`src/rtl/serial_accumulator.sv`:
```
// Bit-serial adder feeding a recirculating accumulator tank, LSB first.
// Optional macro ACC_ROUND_EN: op=11 (ADD_ROUND) forces a carry-in of one at ROUND_POS.
module serial_accumulator #(
    parameter int unsigned WORD_BITS = 18,
    parameter int unsigned ACC_WORDS = 4,
    parameter int unsigned ROUND_POS = 34
) (
    input  logic       clk,
    input  logic       rst_n,
    input  logic       d0,
    input  logic       m0,
    input  logic       start,
    input  logic [1:0] op,
    input  logic       adder_b,
    input  logic       clr_ovf,
    output logic       acc_out,
    output logic       acc_sign,
    output logic       busy,
    output logic       done,
    output logic       ovf
);
    localparam int unsigned ACC_BITS = WORD_BITS * ACC_WORDS;
    localparam int unsigned BIT_W    = (WORD_BITS > 1) ? $clog2(WORD_BITS) : 1;
    localparam int unsigned WORD_W   = (ACC_WORDS > 1) ? $clog2(ACC_WORDS) : 1;
    localparam logic [BIT_W-1:0]  LAST_BIT   = BIT_W'(WORD_BITS - 1);
    localparam logic [WORD_W-1:0] LAST_WORD  = WORD_W'(ACC_WORDS - 1);
    localparam logic [BIT_W-1:0]  ROUND_BIT  = BIT_W'(ROUND_POS % WORD_BITS);
    localparam logic [WORD_W-1:0] ROUND_WORD = WORD_W'(ROUND_POS / WORD_BITS);
`ifdef ACC_ROUND_EN
    localparam logic ROUND_EN = 1'b1;
`else
    localparam logic ROUND_EN = 1'b0;
`endif

    typedef enum logic [1:0] {
        OP_ADD            = 2'b00,
        OP_CLEAR_ADD      = 2'b01,
        OP_TRANSFER_CLEAR = 2'b10,
        OP_ADD_ROUND      = 2'b11
    } op_e;

    typedef enum logic [1:0] {
        S_IDLE   = 2'b00,
        S_ARMED  = 2'b01,
        S_ACTIVE = 2'b10
    } state_e;

    logic [ACC_BITS-1:0] tank_q;
    state_e              state_q, state_d;
    op_e                 op_q, op_d;
    logic [BIT_W-1:0]    bit_q, cur_bit_c;
    logic [WORD_W-1:0]   word_q, cur_word_c;
    logic                carry_q;
    logic                last_c, round_hit_c, proc_c, first_c, done_d;
    logic                head_c, a_c, cin_c, sum_c, cout_c, tail_c, ovf_set_c;

    // Position of the bit currently at the head; d0/m0 realign the counters.
    always_comb begin
        cur_bit_c   = d0 ? '0 : bit_q;
        cur_word_c  = m0 ? '0 : word_q;
        last_c      = (cur_bit_c == LAST_BIT) && (cur_word_c == LAST_WORD);
        round_hit_c = (cur_bit_c == ROUND_BIT) && (cur_word_c == ROUND_WORD);
    end

    // Order sequencing; an early m0 while ACTIVE aborts the order unprocessed.
    always_comb begin
        state_d = state_q;
        op_d    = op_q;
        proc_c  = 1'b0;
        first_c = 1'b0;
        done_d  = 1'b0;
        case (state_q)
            S_IDLE: begin
                if (start) begin
                    op_d    = op_e'(op);
                    state_d = S_ARMED;
                end
            end
            S_ARMED: begin
                if (m0) begin
                    proc_c  = 1'b1;
                    first_c = 1'b1;
                    state_d = S_ACTIVE;
                end
            end
            S_ACTIVE: begin
                if (m0) begin
                    state_d = S_IDLE;
                    done_d  = 1'b1;
                end else begin
                    proc_c = 1'b1;
                    if (last_c) begin
                        state_d = S_IDLE;
                        done_d  = 1'b1;
                    end
                end
            end
            default: state_d = S_IDLE;
        endcase
    end

    // Serial full adder and tail selection.
    always_comb begin
        head_c    = tank_q[0];
        a_c       = (op_q == OP_CLEAR_ADD) ? 1'b0 : head_c;
        cin_c     = first_c ? 1'b0 : carry_q;
        if (ROUND_EN && (op_q == OP_ADD_ROUND) && round_hit_c) begin
            cin_c = 1'b1;
        end
        sum_c     = a_c ^ adder_b ^ cin_c;
        cout_c    = (a_c & adder_b) | (a_c & cin_c) | (adder_b & cin_c);
        tail_c    = head_c;
        if (proc_c) begin
            tail_c = (op_q == OP_TRANSFER_CLEAR) ? 1'b0 : sum_c;
        end
        ovf_set_c = proc_c && last_c && (op_q != OP_TRANSFER_CLEAR)
                    && (a_c == adder_b) && (sum_c != a_c);
    end

    always_ff @(posedge clk) begin
        if (!rst_n) begin
            tank_q   <= '0;
            state_q  <= S_IDLE;
            op_q     <= OP_ADD;
            bit_q    <= '0;
            word_q   <= '0;
            carry_q  <= 1'b0;
            acc_sign <= 1'b0;
            busy     <= 1'b0;
            done     <= 1'b0;
            ovf      <= 1'b0;
        end else begin
            tank_q  <= {tail_c, tank_q[ACC_BITS-1:1]};
            state_q <= state_d;
            op_q    <= op_d;
            carry_q <= proc_c ? cout_c : 1'b0;
            busy    <= (state_d != S_IDLE);
            done    <= done_d;
            if (cur_bit_c == LAST_BIT) begin
                bit_q  <= '0;
                word_q <= (cur_word_c == LAST_WORD) ? '0 : cur_word_c + 1'b1;
            end else begin
                bit_q  <= cur_bit_c + 1'b1;
                word_q <= cur_word_c;
            end
            if (last_c) begin
                acc_sign <= tail_c;
            end
            // Set wins over a simultaneous clear.
            if (ovf_set_c) begin
                ovf <= 1'b1;
            end else if (clr_ovf) begin
                ovf <= 1'b0;
            end
        end
    end

    assign acc_out = tank_q[0];

endmodule
```
`config.mk`:
```
export PLATFORM = sky130hd
export DESIGN_NAME = serial_accumulator
export DESIGN_NICKNAME = d
export VERILOG_FILES = /design/src/rtl/serial_accumulator.sv
export SDC_FILE = /design/constraint.sdc
export NUM_CORES = 1
export LEC_CHECK = 0
export CORE_AREA = 2 2 84 86
export DETAILED_ROUTE_END_ITERATION = 7
export DIE_AREA = 0 0 86 88
export HOLD_SLACK_MARGIN = 0.05
export PLACE_DENSITY = 0.61
export SLEW_MARGIN = 20
export SYNTH_ARGS = -nofsm -noshare
export SYNTH_HDL_FRONTEND = slang
export SYNTH_SLANG_ARGS = --single-unit
```
`constraint.sdc`:
```
create_clock -name clk -period 3.4 [get_ports clk]
set_input_delay 0.34 -clock clk [delete_from_list [all_inputs] [get_ports clk]]
set_output_delay 0.34 -clock clk [all_outputs]
set_load 0.01 [all_outputs]
```
==> impl_metrics.csv <==
group,metric,value,unit
worst_hold_path,hold_path_class,"reg -> reg",
worst_setup_path,critPathLaunchType,"primary input",
placed_design,dpl.hpwl,2140,um
drt,ant_nets,0,
grt,antenna_found_initial,0,
power_and_ir_drop,vdd_ir_drop_max,0.309,mV
cts,clock_sinks,88,
run,maxCapViolCount,0,
run_status,outcome,"finished, final reports clean",
cts,hold_buffers,0,
sta,final-hold-violation-count,0,
cts,cts_buffers,9,
cts,cts_setup_buffers,0,
grt,grt_max_degree,31,
cells_and_area,post-route-util,46.7,%
cts,clk_latency,0.34,ns
cells_and_area,drive_gt1_share,8.53,%
cts,cts_resized,0,
sta,period_share,56.9,%
drt,viasPerCell,4.35,
floorplan,rows,30,
floorplan,start_util,40.5,%
placed_design,io_buffers,13,
floorplan,die_y,88,um
synth,syn-num-nets,249,
cells_and_area,fin_cells,338,
synth,synth.distinct_cells,29,
synth,ys_seq_elements,88,
worst_setup_path,crit_chain,"clkdlybuf4s50_1 > and2b_1 > ha_1 > nand2_1 > nor4_4 > nand2_2 > o41ai_2",
synth,syn_area,0.00269,mm^2
drt,wl,3510,um
placed_design,gp_congestion,0.761,
grt,grt_pass1_vias,1359,
power_and_ir_drop,powerDensity,581,mW/mm^2
worst_setup_path,critical_path.startpoint,"d0",
drt,wl_per_cell,10.4,um
sta,slew_violations,0,
sta,period_minus_slack,1.94,ns
worst_hold_path,holdCritStartpoint,"tank_q[68]",
drt,dr.pass1.iters,3,
synth,yosys-top-cells-area,"dfxtp_1, and2_1, ha_1",
cts,cts_tree,"done",
synth,synth.most_common_cell,"dfxtp_1",
cts,cts-root-buf,"clkbuf_8",
worst_setup_path,worstPathArrival,2.19,ns
sta,slew_headroom,68.5,%
synth,ys_async_sr_fraction,0,%
worst_setup_path,critPathKind,"in -> reg",
sta,rsz0062_at_grt,"no",
sta,tightest_slew,0.467,ns
cells_and_area,fin_area,0.00310,mm^2
placed_design,dp_cells,322,
synth,yosysWarnings,0,
synth,synth_commonest_cells,"dfxtp_1, and2_1, nor2_1, clkbuf_1, nand2_1",
synth,synth_edf_count,0,
cts,htree_levels,3,
cells_and_area,final_nets,267,
sta,skew,0.00941,ns
synth,seq_area_frac_synth,65.5,%
floorplan,die_area,0.00757,mm^2
placed_design,place_ws,1.07,ns
drt,drc,0,
synth,synthFlopType,"dfxtp_1",
grt,grt_pass1_wl,6130,um
floorplan,coreArea,0.00664,mm^2
cells_and_area,syn_to_final_growth,15.4,%
synth,syn_avg_cell_area,11.4,um^2
worst_setup_path,critPathMaxStageDelay,0.53,ns
cts,cts.path.max_buffers,2,
drt,via_count,1469,
floorplan,io_pins,14,
worst_setup_path,r2r_start,"op_q[0]",
drt,drtIter0Drc,51,
grt,track_usage,10.6,%
cts,clk_pin_slew,0.08,ns
worst_setup_path,path_max_fanout,7,
synth,yosysTopAreaCell,"dfxtp_1",
sta,layout_setup_ws,1.46,ns
placed_design,place_area,0.00290,mm^2
worst_setup_path,end_kind,"flip-flop",
synth,synth_top_area_share,65.5,%
floorplan,die_x,86,um
sta,setup_tns,0,ns
worst_setup_path,critPathSlowestCell,"clkdlybuf4s50_1",
sta,setup_viol,0,
cells_and_area,diodes,0,
sta,max_freq,516,MHz
power_and_ir_drop,p_leak,1.27,nW
synth,synth_cells,235,
grt,overflow,0,
worst_setup_path,cp_data_required_time,3.65,ns
==> cell usage in the layout, fill, tap and decap left out, drive strengths merged, types with 3 or more instances in the layout <==
cell type       n
clkbuf         10
buf             3
nand2           8
ha              4
inv             7
nor3            3
and2           71
dfxtp          88
clkdlybuf4s50  12
nor2           12
xnor2           3
a21oi           4
clkinvlp        3
mux2i           3
==> power by group <==
group | switching, W | total, W | internal, W
Sequential | 0.00000462 | 0.00104 | 0.00104
Clock | 0.000351 | 0.000712 | 0.000360
Combinational | 0.0000275 | 0.0000495 | 0.0000221
==> logic make-up (layout without fill, tap and decap cells) <==
| kind of cell | Yosys count | count (layout) | synth area share (%) |
|---|---|---|---|
| buffers and inverters | 14 | 37 | 1.95 |
| muxes | 3 | 3 | 1.12 |
| xor gates and xnor gates | 5 | 5 | 1.63 |
| AOI/OAI and AO/OA | 13 | 13 | 3.44 |
| adders and majority gates | 5 | 5 | 2.61 |
| and+or+nand+nor | 107 | 107 | 23.7 |
| DFF | 88 | 88 | 65.5 |
==> routing by layer <==
metal	part of all wire [%]	GRT usage, %	vias to the layer above
met3	3.8	4.52	6
li1	-	-	773
met2	39	14.4	16
met5	0	0	-
met4	1.7	6.06	0
met1	56	14.1	674
==> layout make-up <==
cell class                      instances  area [um^2]
Clock buffer                           10          138
Clock inverter                          6         66.3
Fill cell                             607         3540
Inverter                                6         22.5
Multi-Input combinational cell        133          875
Sequential cell                        88         1760
Tap cell                               80          100
Timing Repair Buffer                   15          140
==> worst max-delay path: cells and delay by family <==
family	cells	cell delay [ns]
AO/OA/AOI/OAI	1	0.33
adder cells (fa/ha/maj)	1	0.16
buffers and inverters	1	0.53
AND/OR/NAND/NOR	4	0.82
==> path summary, 6_finish.rpt <==
| path | to | slack (ns) | cells after the start |
|---|---|---|---|
| setup / recovery | ovf | 1.46 | 7 |
| hold / removal | tank_q[67] | 0.43 | 1 |
| setup reg to reg | acc_sign | 1.53 | 6 |
| hold reg to reg | tank_q[67] | 0.43 | 1 |
==> state kept, by name, indices dropped and copies added, names as in the netlist, 2 cells and up <==
signal   count
bit_q        5
op_q         2
state_q      2
tank_q      72
word_q       2
==> stage by stage <==
step           power [W]  hold WS, ns
2_1_floorplan    0.00109        0.412
3_3_place_gp     0.00111        0.414
3_5_place_dp     0.00112        0.418
4_1_cts          0.00183        0.410
5_1_grt          0.00188        0.433
6_report         0.00180        0.428
No activity file was read; power rests on OpenSTA's default activity.
